**src/rtl/rv32i_pkg.sv**
```systemverilog
// Shared RV32I decode definitions: opcodes, ALU operation and immediate-format
// encodings, and the control bundle produced by the decoder.
package rv32i_pkg;

  localparam int XLEN = 32;

  localparam logic [6:0] OPC_LUI    = 7'b0110111;
  localparam logic [6:0] OPC_AUIPC  = 7'b0010111;
  localparam logic [6:0] OPC_JAL    = 7'b1101111;
  localparam logic [6:0] OPC_JALR   = 7'b1100111;
  localparam logic [6:0] OPC_BRANCH = 7'b1100011;
  localparam logic [6:0] OPC_LOAD   = 7'b0000011;
  localparam logic [6:0] OPC_STORE  = 7'b0100011;
  localparam logic [6:0] OPC_OP_IMM = 7'b0010011;
  localparam logic [6:0] OPC_OP     = 7'b0110011;
  localparam logic [6:0] OPC_FENCE  = 7'b0001111;
  localparam logic [6:0] OPC_SYSTEM = 7'b1110011;

  typedef enum logic [3:0] {
    ALU_ADD    = 4'd0,
    ALU_SUB    = 4'd1,
    ALU_SLL    = 4'd2,
    ALU_SLT    = 4'd3,
    ALU_SLTU   = 4'd4,
    ALU_XOR    = 4'd5,
    ALU_SRL    = 4'd6,
    ALU_SRA    = 4'd7,
    ALU_OR     = 4'd8,
    ALU_AND    = 4'd9,
    ALU_PASS_B = 4'd10
  } alu_op_e;

  typedef enum logic [2:0] {
    IMM_NONE = 3'd0,
    IMM_I    = 3'd1,
    IMM_S    = 3'd2,
    IMM_B    = 3'd3,
    IMM_U    = 3'd4,
    IMM_J    = 3'd5
  } imm_type_e;

  typedef struct packed {
    alu_op_e   alu_op;
    imm_type_e imm_type;
    logic      alu_src;
    logic      reg_write;
    logic      mem_read;
    logic      mem_write;
    logic      branch;
    logic      jump;
    logic      illegal;
    logic      use_rs1;
    logic      use_rs2;
  } ctrl_t;

  // funct7[5] selects SUB only for register-register ops; for shifts it selects SRA.
  function automatic alu_op_e alu_from_funct(input logic [2:0] funct3, input logic f7b5,
                                             input logic is_op);
    case (funct3)
      3'b000:  return (is_op && f7b5) ? ALU_SUB : ALU_ADD;
      3'b001:  return ALU_SLL;
      3'b010:  return ALU_SLT;
      3'b011:  return ALU_SLTU;
      3'b100:  return ALU_XOR;
      3'b101:  return f7b5 ? ALU_SRA : ALU_SRL;
      3'b110:  return ALU_OR;
      default: return ALU_AND;
    endcase
  endfunction

endpackage

```
**src/rtl/imm_gen.sv**
```systemverilog
// Combinational RV32I immediate generator: selects and sign-extends the
// immediate field of an instruction according to its format.
module imm_gen
  import rv32i_pkg::*;
(
  input  logic [31:0]     instr,
  input  imm_type_e       imm_type,
  output logic [XLEN-1:0] imm
);

  always_comb begin
    imm = '0;
    case (imm_type)
      IMM_I: imm = {{21{instr[31]}}, instr[30:20]};
      IMM_S: imm = {{21{instr[31]}}, instr[30:25], instr[11:7]};
      IMM_B: imm = {{20{instr[31]}}, instr[7], instr[30:25], instr[11:8], 1'b0};
      IMM_U: imm = {instr[31:12], 12'b0};
      IMM_J: imm = {{12{instr[31]}}, instr[19:12], instr[20], instr[30:21], 1'b0};
      default: imm = '0;
    endcase
  end

endmodule

```
**src/rtl/decode_stage.sv**
```systemverilog
// RV32I decode stage: decodes the fetched instruction into a registered bundle,
// drives register-file read addresses, and stalls RAW hazards via a pending-write scoreboard.
module decode_stage
  import rv32i_pkg::*;
(
  input  logic            clk,
  input  logic            rst,
  input  logic            in_valid,
  output logic            in_ready,
  input  logic [31:0]     in_instr,
  input  logic [XLEN-1:0] in_pc,
  input  logic            flush,
  output logic [4:0]      rf_rs1,
  output logic [4:0]      rf_rs2,
  input  logic            wb_valid,
  input  logic [4:0]      wb_rd,
  output logic            out_valid,
  input  logic            out_ready,
  output logic [XLEN-1:0] out_pc,
  output logic [4:0]      out_rs1,
  output logic [4:0]      out_rs2,
  output logic [4:0]      out_rd,
  output logic [XLEN-1:0] out_imm,
  output alu_op_e         out_alu_op,
  output logic            out_alu_src,
  output logic            out_reg_write,
  output logic            out_mem_read,
  output logic            out_mem_write,
  output logic            out_branch,
  output logic            out_jump,
  output logic            out_illegal
);

  // Handshake: a transfer happens on a rising edge where valid && ready on that
  // side; valid never depends on ready, and a held bundle stays frozen until issued.
  logic [6:0]      opcode;
  logic [4:0]      rs1_f, rs2_f, rd_f;
  ctrl_t           ctrl;
  logic [XLEN-1:0] imm;
  logic            hazard, accept, issue;
  logic [31:0]     pending, pending_next;

  assign opcode = in_instr[6:0];
  assign rs1_f  = in_instr[19:15];
  assign rs2_f  = in_instr[24:20];
  assign rd_f   = in_instr[11:7];

  always_comb begin
    ctrl          = '0;
    ctrl.alu_op   = ALU_ADD;
    ctrl.imm_type = IMM_NONE;
    case (opcode)
      OPC_LUI: begin
        ctrl.imm_type = IMM_U; ctrl.alu_op = ALU_PASS_B;
        ctrl.alu_src = 1'b1; ctrl.reg_write = 1'b1;
      end
      OPC_AUIPC: begin
        ctrl.imm_type = IMM_U; ctrl.alu_src = 1'b1; ctrl.reg_write = 1'b1;
      end
      OPC_JAL: begin
        ctrl.imm_type = IMM_J; ctrl.alu_src = 1'b1;
        ctrl.reg_write = 1'b1; ctrl.jump = 1'b1;
      end
      OPC_JALR: begin
        ctrl.imm_type = IMM_I; ctrl.alu_src = 1'b1; ctrl.reg_write = 1'b1;
        ctrl.jump = 1'b1; ctrl.use_rs1 = 1'b1;
      end
      OPC_BRANCH: begin
        ctrl.imm_type = IMM_B; ctrl.alu_op = ALU_SUB; ctrl.branch = 1'b1;
        ctrl.use_rs1 = 1'b1; ctrl.use_rs2 = 1'b1;
      end
      OPC_LOAD: begin
        ctrl.imm_type = IMM_I; ctrl.alu_src = 1'b1; ctrl.reg_write = 1'b1;
        ctrl.mem_read = 1'b1; ctrl.use_rs1 = 1'b1;
      end
      OPC_STORE: begin
        ctrl.imm_type = IMM_S; ctrl.alu_src = 1'b1; ctrl.mem_write = 1'b1;
        ctrl.use_rs1 = 1'b1; ctrl.use_rs2 = 1'b1;
      end
      OPC_OP_IMM: begin
        ctrl.imm_type = IMM_I; ctrl.alu_src = 1'b1; ctrl.reg_write = 1'b1;
        ctrl.use_rs1 = 1'b1;
        ctrl.alu_op = alu_from_funct(in_instr[14:12], in_instr[30], 1'b0);
      end
      OPC_OP: begin
        ctrl.reg_write = 1'b1; ctrl.use_rs1 = 1'b1; ctrl.use_rs2 = 1'b1;
        ctrl.alu_op = alu_from_funct(in_instr[14:12], in_instr[30], 1'b1);
      end
      OPC_FENCE, OPC_SYSTEM: begin
        ctrl.illegal = 1'b0;
      end
      default: ctrl.illegal = 1'b1;
    endcase
  end

  imm_gen u_imm_gen (
    .instr    (in_instr),
    .imm_type (ctrl.imm_type),
    .imm      (imm)
  );

  // Registered pending bits only: a writeback clear is seen one cycle later,
  // so the register file has committed the value before the consumer reads it.
  assign hazard = (ctrl.use_rs1 && (rs1_f != 5'd0) && pending[rs1_f]) ||
                  (ctrl.use_rs2 && (rs2_f != 5'd0) && pending[rs2_f]);
  assign in_ready = (!out_valid || out_ready) && !hazard && !flush;
  assign accept   = in_valid && in_ready;
  assign issue    = out_valid && out_ready;

  assign rf_rs1 = accept ? rs1_f : out_rs1;
  assign rf_rs2 = accept ? rs2_f : out_rs2;

  always_comb begin
    pending_next = pending;
    if (wb_valid)
      pending_next[wb_rd] = 1'b0;
    if (flush && out_valid && out_reg_write && (out_rd != 5'd0))
      pending_next[out_rd] = 1'b0;
    if (accept && ctrl.reg_write && (rd_f != 5'd0))
      pending_next[rd_f] = 1'b1;
    pending_next[0] = 1'b0;
  end

  always_ff @(posedge clk or posedge rst) begin
    if (rst) pending <= '0;
    else     pending <= pending_next;
  end

  always_ff @(posedge clk or posedge rst) begin
    if (rst) begin
      out_valid     <= 1'b0;
      out_pc        <= '0;
      out_rs1       <= '0;
      out_rs2       <= '0;
      out_rd        <= '0;
      out_imm       <= '0;
      out_alu_op    <= ALU_ADD;
      out_alu_src   <= 1'b0;
      out_reg_write <= 1'b0;
      out_mem_read  <= 1'b0;
      out_mem_write <= 1'b0;
      out_branch    <= 1'b0;
      out_jump      <= 1'b0;
      out_illegal   <= 1'b0;
    end else if (flush) begin
      out_valid <= 1'b0;
    end else if (accept) begin
      out_valid     <= 1'b1;
      out_pc        <= in_pc;
      out_rs1       <= rs1_f;
      out_rs2       <= rs2_f;
      out_rd        <= rd_f;
      out_imm       <= imm;
      out_alu_op    <= ctrl.alu_op;
      out_alu_src   <= ctrl.alu_src;
      out_reg_write <= ctrl.reg_write;
      out_mem_read  <= ctrl.mem_read;
      out_mem_write <= ctrl.mem_write;
      out_branch    <= ctrl.branch;
      out_jump      <= ctrl.jump;
      out_illegal   <= ctrl.illegal;
    end else if (issue) begin
      out_valid <= 1'b0;
    end
  end

endmodule

```
**config.mk**
```make
export PLATFORM = sky130hd
export DESIGN_NAME = decode_stage
export DESIGN_NICKNAME = d
export VERILOG_FILES = /design/src/rtl/rv32i_pkg.sv /design/src/rtl/imm_gen.sv /design/src/rtl/decode_stage.sv
export SDC_FILE = /design/constraint.sdc
export NUM_CORES = 1
export LEC_CHECK = 0
export BUFFER_PORTS_ARGS = -buffer_cell sky130_fd_sc_hd__buf_2
export CORE_MARGIN = 3
export CORE_UTILIZATION = 42
export DETAILED_ROUTE_END_ITERATION = 12
export GPL_TIMING_DRIVEN = 1
export PLACE_DENSITY_LB_ADDON = 0.2
export SYNTH_ARGS = -nofsm -noshare
export SYNTH_HDL_FRONTEND = slang
export SYNTH_SLANG_ARGS = --single-unit
```
**constraint.sdc**
```tcl
create_clock -name clk -period 12.5 [get_ports clk]
set_clock_uncertainty 0.1 [all_clocks]
set_input_delay 1.875 -clock clk [delete_from_list [all_inputs] [get_ports clk]]
set_output_delay 1.875 -clock clk [all_outputs]
set_load 0.03 [all_outputs]
```
==> results of run 1 <==
[layer usage]
layer  track usage, %  share of wire [%]  up-vias
met1             30.1                 42     2645
met4             8.74                2.1        0
met3             7.70                9.0       41
met2             37.5                 47      295
li1                 -                  -     2372
met5                0                  0        -
[through the flow]
| step | area (um^2) | utilization (%) | hold slack, ns |
|---|---|---|---|
| floorplan | 6460 | - | 0.422 |
| global placement | 7420 | 50.1 | 0.383 |
| detailed placement | 7420 | 50.1 | 0.388 |
| CTS | 8050 | 54.3 | 0.401 |
| global route | 8050 | 54.3 | 0.406 |
| finish | 8050 | 54.3 | 0.397 |
[state kept, by name, summed over array words and instances (netlist names)]
| signal | count |
|---|---|
| out_alu_src | 1 |
| out_pc | 32 |
| out_alu_op | 4 |
| out_rs1 | 5 |
| out_valid | 1 |
| out_imm | 32 |
| out_mem_write | 1 |
| out_jump | 1 |
| pending | 31 |
| out_rs2 | 5 |
| out_reg_write | 1 |
| out_illegal | 1 |
| out_branch | 1 |
| out_rd | 5 |
| out_mem_read | 1 |
[layout make-up]
class / instances / area (um^2) / share of cell area, %
Tap cell: 184 / 230 / 2.86
Clock buffer: 20 / 457 / 5.68
Sequential cell: 122 / 3050 / 37.9
Clock inverter: 11 / 170 / 2.12
Timing Repair Buffer: 181 / 918 / 11.4
Inverter: 36 / 138 / 1.71
Multi-Input combinational cell: 343 / 3080 / 38.3
[worst max-delay path, cell delays in order]
cell,delay [ns]
buf_2,0.33
mux4_2,0.29
mux2i_1,0.07
a21oi_1,0.16
a21oi_1,0.13
o211ai_4,0.66
buf_4,0.80
buf_4,0.70
mux2_2,0.41
buf_2,0.18
[cells in the final DEF, fill, tap and decap left out, types with 13 or more instances in the layout]
master / instances
a21oi_1: 25
inv_1: 35
o41ai_2: 13
dfrtp_1: 122
buf_2: 176
mux2i_1: 41
clkbuf_16: 17
o221ai_1: 31
o41ai_1: 18
nor2_1: 15
nand3b_1: 13
nand2_1: 21
mux2_2: 71
[final timing paths]
| kind | depth (start not counted) | end | slack (ns) | startpoint |
|---|---|---|---|---|
| worst max-delay path | 10 | rf_rs2[3] | 4.89 | in_instr[22] |
| worst min-delay path | 1 | out_alu_src | 0.40 | out_alu_src |
| worst max register to register | 8 | out_alu_op[2] | 8.66 | pending[8] |
| worst min register to register | 1 | out_alu_src | 0.40 | out_alu_src |
| max in group asynchronous | 3 | pending[8] | 9.44 | rst |
| min in group asynchronous | 2 | out_pc[23] | 1.42 | rst |
[kinds of logic (layout without fill, tap and decap cells)]
family	after synthesis	after routing	share of synthesized area, %
multiplexers	124	124	22.7
flip-flops	122	122	47.3
buffers and inverters	79	248	5.40
AND/OR/NAND/NOR	98	98	8.56
AO/OA/AOI/OAI	121	121	16.0
[power by group through the flow]
stage	clock [mW]	combinational, mW	sequential, mW
finish	0.521	0.252	0.456
global route	0.548	0.268	0.460
CTS	0.529	0.253	0.455
detailed placement	0	0.252	0.462
global placement	0	0.249	0.460
floorplan	0	0.107	0.522
==> summary.txt, run 1 <==
Status
  • Outcome: complete, no violations

Routing
  • Residual DRC: 0
  • Routed vias: about 5400
  • Routed WL: 20.0 mm
  • Antenna viol nets, final: 0
  • DR WL/cell: around 22 um
  • Initial DRT Pass Iterations: 6
  • Routed vias/inst: 5.97
  • Iteration-0 DRC Markers: between 500 and 600

Power and ir drop
  • Sw frac: a little under a third
  • Switching Power: between 300 and 400 uW
  • Worst vdd ir: 0.116 mV
  • Share of power burned in registers: between 30% and 40%
  • Internal: around 860 uW
  • Power share of the clock group: a little over two fifths
  • PD cells: 153 nW/um^2
  • Total power: 1.23 mW
  • Logic pwr share: 20.5%
  • Pleak: 3.84 nW

Synth
  • Yosys warns: 0
  • Synth area leaders: dfrtp_1, mux2_2, mux2i_1, o221ai_1, mux4_2
  • Leading area contributor after synthesis: dfrtp_1
  • Post-synth cell types: 50
  • Most frequent cell after synthesis: dfrtp_1
  • Post-synth EDFFs: 0
  • Synthesized flop and latch total: 122
  • Synth Flop Type: dfrtp_1
  • Cell Area, Synth: around 6500 um^2
  • Post-synth ARST share: between 90% and 100%
  • Top cells by count, synth: dfrtp_1, mux2_2, mux2i_1
  • Synthesized net count: a little over 600
  • Synth Area per Inst: approximately 12 um^2
  • Post-Syn Instances: 544
  • Post-synth top area share: between 40% and 50%
  • Sequential-to-total area share from yosys stat: 47.3%

Cells and area
  • Layout net count: between 700 and 800
  • Layout area overhead: 24.5%
  • Antenna cells: 0
  • Final Non-Filler Cells: between 800 and 900
  • Number of fill cells: between 1000 and 1500
  • Layout cells sized above 1: approximately 44%

Critical path
  • Data required, critical path: around 11 ns
  • Setup CP Type: primary input to output port
  • Worst Setup Start Kind: primary input
  • CP Capture Type: output port
  • CP arrival: roughly 5.6 ns
  • Worst-path maximum fanout: 58

Timing
  • Sum of negative setup slack: 0 ns
  • Peak Freq: approximately 130 MHz
  • Final Hold Fails: 0
  • Worst slew pin tran: around 1.0 ns
  • Fin crit period: roughly 7.6 ns
  • Setup ws final: 4.89 ns
  • Fin. max-slew vios: 0
  • Final worst path period share: 60.9%
  • Final setup viols: 0
  • RSZ-0062 raised after global routing: false
  • Worst slew margin: a little under a third

Place
  • Pre-CTS WS: roughly 5 ns
  • Post-placement cell count: 866
  • Post-DP HPWL: between 10 and 15 mm
  • IO buf count: between 150 and 200
  • Final GP Congestion: between 0.8 and 0.9

Clock tree
  • Hold Buf Count CTS: 0
  • CTS resizes: 0
  • Clk sink count: roughly 120
  • Inserted Clock Buffers: 17
  • Clk slew on worst S/H paths: ~0.06 ns
  • H-Tree Level Count: 4
  • Max Root-Sink Buffers: 2
  • CTS root buffer: clkbuf_16
  • CTS tree: built
  • Setup bufs post-CTS: 0
  • Worst skew pair latency: between 0.4 and 0.5 ns

Floorplan
  • I/O pins: ~180
  • Die height: around 130 um
  • Die area: around 17000 um^2
  • Initial Utilization: between 40% and 50%
  • Core Area: roughly 15000 um^2
  • FP Rows: 44
  • Die W: approximately 130 um

Global routing
  • Gr ovfl total: 0
  • First-pass GRT wire length: approximately 30 mm
  • Initial antenna violation count: 0
  • GRT Util Overall: between 20% and 30%
  • Largest net degree at the start of global routing: 81
  • Vias in the first global route: approximately 5600

Hold path
  • Worst Hold Class: flop to flop

Flow run
  • Max-cap viol count: 0
Power figures use the tool's default switching activity.
==> run 2, diff against run 1 <==
==> constraint.sdc (replaced) <==
create_clock -name clk -period 7.61 [get_ports clk]
set_clock_uncertainty 0.1 [all_clocks]
set_input_delay 1.1415 -clock clk [delete_from_list [all_inputs] [get_ports clk]]
set_output_delay 1.1415 -clock clk [all_outputs]
set_load 0.03 [all_outputs]
==> summary.txt, run 2 (synthesized netlist as in run 1, its figures left out) <==
Status
  • Outcome: complete, no violations (unchanged)

Timing
  • Final setup viols: 0 (unchanged)
  • Final worst path period share: between 70% and 80%
  • Final Hold Fails: 0 (unchanged)
  • Fin. max-slew vios: 0 (unchanged)
  • Worst slew margin: 29.3% (was 30.8%)
  • Fin crit period: between 5 and 6 ns
  • Peak Freq: between 150 and 200 MHz
  • Worst slew pin tran: 1.06 ns (was 1.04 ns)
  • RSZ-0062 raised after global routing: false (unchanged)
  • Setup ws final: 2.11 ns (was 4.89 ns)
  • Sum of negative setup slack: 0 ns (unchanged)

Clock tree
  • CTS root buffer: clkbuf_16 (unchanged)
  • Max Root-Sink Buffers: 2 (unchanged)
  • H-Tree Level Count: 4 (unchanged)
  • Clk sink count: 122 (unchanged)
  • CTS tree: built (unchanged)
  • Worst skew pair latency: 0.42 ns (was 0.41 ns)
  • Inserted Clock Buffers: 17 (unchanged)
  • Clk slew on worst S/H paths: 0.05 ns (was 0.06 ns)
  • CTS resizes: 0 (unchanged)
  • Hold Buf Count CTS: 0 (unchanged)
  • Setup bufs post-CTS: 0 (unchanged)

Power and ir drop
  • Sw frac: 29.3% (was 30.3%)
  • Switching Power: 598 uW (was 372 uW)
  • Internal: 1.44 mW (was 856 uW)
  • Pleak: 3.86 nW (was 3.84 nW)
  • Logic pwr share: 20.2% (was 20.5%)
  • Worst vdd ir: 0.154 mV (was 0.116 mV)
  • PD cells: 253 nW/um^2 (was 153 nW/um^2)
  • Power share of the clock group: 43.1% (was 42.4%)
  • Share of power burned in registers: 36.7% (was 37.1%)

Place
  • Post-DP HPWL: 13.5 mm (was 13.7 mm)
  • Pre-CTS WS: 2.19 ns (was 4.91 ns)
  • Final GP Congestion: 0.915 (was 0.899)
  • IO buf count: 176 (unchanged)

Routing
  • Residual DRC: 0 (unchanged)
  • DR WL/cell: 21.8 um (was 22.3 um)
  • Routed vias: 5443 (was 5353)
  • Antenna viol nets, final: 0 (unchanged)
  • Routed vias/inst: 6.07 (was 5.97)
  • Initial DRT Pass Iterations: 6 (unchanged)
  • Routed WL: 19.6 mm (was 20.0 mm)
  • Iteration-0 DRC Markers: 486 (was 579)

Critical path
  • CP arrival: 4.25 ns (was 5.63 ns)
  • Crit path largest cell delay: 0.70 ns (was 0.80 ns)
  • Slowest-stage cell, CP: buf_4 (unchanged)
  • CP Capture Type: output port (unchanged)
  • Worst Setup Start Kind: primary input (unchanged)
  • Data required, critical path: 6.37 ns (was 10.52 ns)
  • Setup CP Type: primary input to output port (unchanged)
  • Worst-path maximum fanout: 56 (was 58)
  • Most used cell, CP: buf_2
  • Critical path, cell by cell: buf_2 > and3b_1 > nor2_1 > nor4_1 > a211oi_2 > o211ai_4 > buf_4 > mux2_2 > buf_2 (was buf_2 > mux4_2 > mux2i_1 > a21oi_1 > a21oi_1 > o211ai_4 > buf_4 > buf_4 > mux2_2 > buf_2)

Floorplan
  • FP Rows: 44 (unchanged)
  • Die area: 16900 um^2 (unchanged)
  • I/O pins: 177 (unchanged)
  • Initial Utilization: 43.6% (unchanged)
  • Die W: 130 um (unchanged)
  • Core Area: 14800 um^2 (unchanged)
  • Die height: 130 um (unchanged)

Global routing
  • Largest net degree at the start of global routing: 81 (unchanged)
  • Gr ovfl total: 0 (unchanged)
  • Vias in the first global route: 5437 (was 5558)
  • First-pass GRT wire length: 29.8 mm (was 30.2 mm)
  • GRT Util Overall: 23.1% (was 23.6%)
  • Initial antenna violation count: 1 (was 0)

Cells and area
  • Layout area overhead: 24.9% (was 24.5%)
  • Layout net count: 777 (was 776)
  • Layout cells sized above 1: 44.4% (was 44.5%)
  • Post-Route Utilization: 54.5% (was 54.3%)
  • Commonest non-fill, non-tap cells in the layout: buf_2, dfrtp_1, mux2_2, mux2i_1, inv_1 (unchanged)
  • Commonest non-fill, non-tap cell in the layout: buf_2 (unchanged)
  • Biggest registers after layout: out_imm x32, out_pc x32, pending x31 (unchanged)

Hold path
  • Worst Hold Class: flop to flop (unchanged)

Flow run
  • Max-cap viol count: 0 (unchanged)
==> run 2: changes by cell type in the layout (fill, tap and decap cells not counted) <==
cell / previous run / this run
clkinv_4: 2 / 0
clkinvlp_4: 3 / 1
buf_4: 5 / 6
bufinv_16: 4 / 5
clkbuf_8: 2 / 3
diode_2: 0 / 1
==> run 2: power by group through the flow <==
stage               Combinational [mW]  Clock, mW  Sequential (mW)
global route                     0.440      0.922            0.757
floorplan                        0.175          0            0.857
finish                           0.412      0.880            0.749
CTS                              0.415      0.891            0.748
global placement                 0.408          0            0.756
detailed placement               0.414          0            0.758
==> run 2: through the flow <==
stage	hold slack (ns)	std cells	total power, mW	cell area [um^2]
finish	0.399	897	2.04	8070
global route	0.413	897	2.12	8070
CTS	0.402	896	2.05	8060
detailed placement	0.387	867	1.17	7430
global placement	0.384	867	1.16	7430
floorplan	0.422	544	1.03	6460
==> run 2: critical path: cells and delay by family <==
kind,cells,cell delay [ns]
buffers and inverters,3,1.14
AND/OR/NAND/NOR,3,0.87
multiplexers,1,0.41
AO/OA/AOI/OAI,2,0.63
==> run 2: final timing paths <==
path	endpoint	depth (start not counted)	slack, ns	startpoint
setup / recovery	rf_rs2[3]	9	2.11	in_instr[5]
setup reg to reg	out_rd[0]	8	4.00	pending[11]
hold / removal	out_alu_src	1	0.40	out_alu_src
min in group asynchronous	out_pc[23]	2	0.69	rst
hold reg to reg	out_alu_src	1	0.40	out_alu_src
max in group asynchronous	out_imm[19]	3	5.26	rst
==> run 2: final cells by class <==
| cell class | instances | area [um^2] |
|---|---|---|
| diodes | 1 | 2.50 |
| clock buffers | 21 | 470 |
| clock inverters | 8 | 168 |
| fillers | 1294 | 6740 |
| inverters | 36 | 138 |
| multi-input cells | 343 | 3080 |
| flip-flops and latches | 122 | 3050 |
| well taps | 184 | 230 |
| repair buffers | 182 | 926 |
==> run 2: layer usage <==
metal / wire (um) / part of all wire, % / track usage (%)
met5: 0 / 0 / 0
met4: 563 / 2.9 / 11.2
met3: 1850 / 9.5 / 7.20
met2: 9200 / 47 / 35.3
met1: 7950 / 41 / 29.8
==> run 3, diff against run 2 <==
==> constraint.sdc (replaced) <==
create_clock -name clk -period 5.4 [get_ports clk]
set_clock_uncertainty 0.1 [all_clocks]
set_input_delay 0.81 -clock clk [delete_from_list [all_inputs] [get_ports clk]]
set_output_delay 0.81 -clock clk [all_outputs]
set_load 0.03 [all_outputs]
==> summary.txt, run 3 (synthesized netlist as in run 1, its figures left out) <==
Power and ir drop
  • PD cells: 356 nW/um^2 (was 253 nW/um^2)
  • Sw frac: 30.4% (was 29.3%)
  • Logic pwr share: 20.2% (about the same)
  • Pleak: 3.87 nW (was 3.86 nW)
  • Switching Power: 876 uW (was 598 uW)
  • Power share of the clock group: 43.2% (was 43.1%)
  • Share of power burned in registers: 36.6% (was 36.7%)
  • Worst vdd ir: 0.232 mV (was 0.154 mV)
  • Internal: 2.01 mW (was 1.44 mW)

Clock tree
  • CTS tree: built (unchanged)
  • H-Tree Level Count: 4 (unchanged)
  • Clk slew on worst S/H paths: 0.06 ns (was 0.05 ns)
  • CTS root buffer: clkbuf_16 (unchanged)
  • Setup bufs post-CTS: 0 (unchanged)
  • Clk sink count: 122 (unchanged)
  • Worst skew pair latency: 0.42 ns (about the same)
  • Hold Buf Count CTS: 0 (unchanged)
  • CTS resizes: 0 (unchanged)
  • Inserted Clock Buffers: 17 (unchanged)
  • Max Root-Sink Buffers: 2 (unchanged)

Critical path
  • Data required, critical path: 4.49 ns (was 6.37 ns)
  • Slowest-stage cell, CP: o211ai_4 (was buf_4)
  • CP Capture Type: output port (unchanged)
  • Crit path largest cell delay: 0.45 ns (was 0.70 ns)
  • Most used cell, CP: buf_2 (unchanged)
  • RR Endpoint: out_rs1[3] (was out_rd[0])
  • Delay-heaviest family, CP: compound AO/OA/AOI/OAI gates (was buffers and inverters)
  • Worst Setup Start Kind: primary input (unchanged)
  • Reg2reg start: pending[8] (was pending[11])
  • Internal reg-to-reg setup slack: 2.12 ns (was 4.00 ns)
  • CP arrival: 3.46 ns (was 4.25 ns)
  • WP buf/inv: 2 (was 3)
  • Worst-path maximum fanout: 35 (was 56)
  • Setup CP Type: primary input to output port (unchanged)
  • Critical path, cell by cell: buf_2 > mux2_1 > a221o_1 > a32o_1 > a211oi_2 > o211ai_4 > mux2_2 > buf_2 (was buf_2 > and3b_1 > nor2_1 > nor4_1 > a211oi_2 > o211ai_4 > buf_4 > mux2_2 > buf_2)
  • R2R cell count: 7 (was 8)

Routing
  • Detail Route met2 WL: 8.89 mm (was 9.20 mm)
  • Initial DRT Pass Iterations: 5 (was 6)
  • Routed vias: 5388 (was 5443)
  • Iteration-0 DRC Markers: 468 (was 486)
  • Met3 wire len: 1.86 mm (was 1.85 mm)
  • Antenna viol nets, final: 0 (unchanged)
  • Routed WL: 19.4 mm (was 19.6 mm)
  • DR WL/cell: 21.5 um (was 21.8 um)
  • Post-Route M1 WL: 7.89 mm (was 7.95 mm)
  • Top layer in use: met4 (unchanged)
  • Residual DRC: 0 (unchanged)
  • Routed vias/inst: 5.97 (was 6.07)

Timing
  • RSZ-0062 raised after global routing: false (unchanged)
  • Fin. max-slew vios: 0 (unchanged)
  • Fin Hold WS: 0.398 ns (was 0.399 ns)
  • Peak Freq: approximately 230 MHz
  • Worst slew pin tran: 1.19 ns (was 1.06 ns)
  • Worst slew margin: 20.2% (was 29.3%)
  • Final worst path period share: 80.9%
  • Sum of negative setup slack: 0 ns (unchanged)
  • Fin crit period: 4.37 ns
  • Final setup viols: 0 (unchanged)
  • Final Hold Fails: 0 (unchanged)

Floorplan
  • Die height: 130 um (unchanged)
  • FP Rows: 44 (unchanged)
  • Die area: 16900 um^2 (unchanged)
  • Initial Utilization: 43.6% (unchanged)
  • I/O pins: 177 (unchanged)
  • Core Area: 14800 um^2 (unchanged)
  • Die W: 130 um (unchanged)

Place
  • IO buf count: 176 (unchanged)
  • Final GP Congestion: 0.899 (was 0.915)
  • Post-DP HPWL: 13.6 mm (was 13.5 mm)

Cells and area
  • Commonest non-fill, non-tap cell in the layout: buf_2 (unchanged)
  • Commonest non-fill, non-tap cells in the layout: buf_2, dfrtp_1, mux2_2, mux2i_1, inv_1 (unchanged)
  • Antenna cells: 0 (was 1)
  • Number of fill cells: 1302 (was 1294)
  • Area of the multi-input gates: 3080 um^2 (unchanged)
  • Layout cells sized above 1: 45.0% (was 44.4%)
  • Layout area overhead: 25.4% (was 24.9%)
  • Layout net count: 780 (was 777)
  • Register area: 3050 um^2 (unchanged)
  • Biggest registers after layout: out_imm x32, out_pc x32, pending x31 (unchanged)

Flow run
  • Max-cap viol count: 0 (unchanged)

Global routing
  • Largest net degree at the start of global routing: 84 (was 81)
  • Gr ovfl total: 0 (unchanged)
  • GRT Util Overall: 22.9% (was 23.1%)
  • Vias in the first global route: 5408 (was 5437)
  • First-pass GRT wire length: 29.7 mm (was 29.8 mm)
  • Initial antenna violation count: 0 (was 1)

Hold path
  • Worst Hold Launch: out_pc[14] (was out_alu_src)
  • Worst Hold Class: flop to flop (unchanged)
  • Min-Delay Endpoint: out_pc[14] (was out_alu_src)
  • Hold Path Stages: 1 (unchanged)

Status
  • Outcome: complete, no violations (unchanged)
-- run 3: worst max path at each step --
stage                       from       endpoint  slack, ns  depth (start not counted)
floorplan                    rst  out_alu_op[0]       1.25                          1
global placement    in_instr[16]      rf_rs1[1]       1.06                          8
detailed placement  in_instr[16]      rf_rs1[1]       1.00                          8
CTS                 in_instr[16]      rf_rs2[4]       1.00                          8
global route        in_instr[16]      rf_rs1[0]       0.87                          8
finish              in_instr[16]      rf_rs2[1]       1.03                          8
-- run 3: final cells by class --
class                      instances  area share (%)
tap                              184            2.84
timing repair buffer             185            11.7
clock inverter                    15            2.77
sequential                       122            37.7
inverter                          36            1.70
clock buffer                      17            5.25
multi-input combinational        343            38.0
-- run 3: power groups by stage --
stage	combinational [mW]	sequential (mW)	clock, mW
after floorplan	0.247	1.21	0
after global placement	0.575	1.07	0
after global routing	0.620	1.07	1.31
final	0.582	1.06	1.25
after detailed placement	0.584	1.07	0
after CTS	0.585	1.06	1.27
-- run 3: layer usage --
| metal | global-route usage (%) | vias to the layer above |
|---|---|---|
| li1 | - | 2395 |
| met1 | 29.9 | 2594 |
| met2 | 35.2 | 328 |
| met3 | 7.16 | 71 |
| met4 | 10.3 | 0 |
| met5 | 0 | - |
-- run 3: stage by stage --
stage / utilization, % / instances / cell area [um^2] / total power [mW] / setup slack, ns
finish: 54.7 / 902 / 8100 / 2.89 / 1.03
global route: 54.7 / 902 / 8100 / 3.00 / 0.872
CTS: 54.7 / 902 / 8100 / 2.91 / 1.00
detailed placement: 50.3 / 870 / 7450 / 1.65 / 1.00
global placement: 50.3 / 870 / 7450 / 1.64 / 1.06
floorplan: - / 544 / 6460 / 1.45 / 1.25
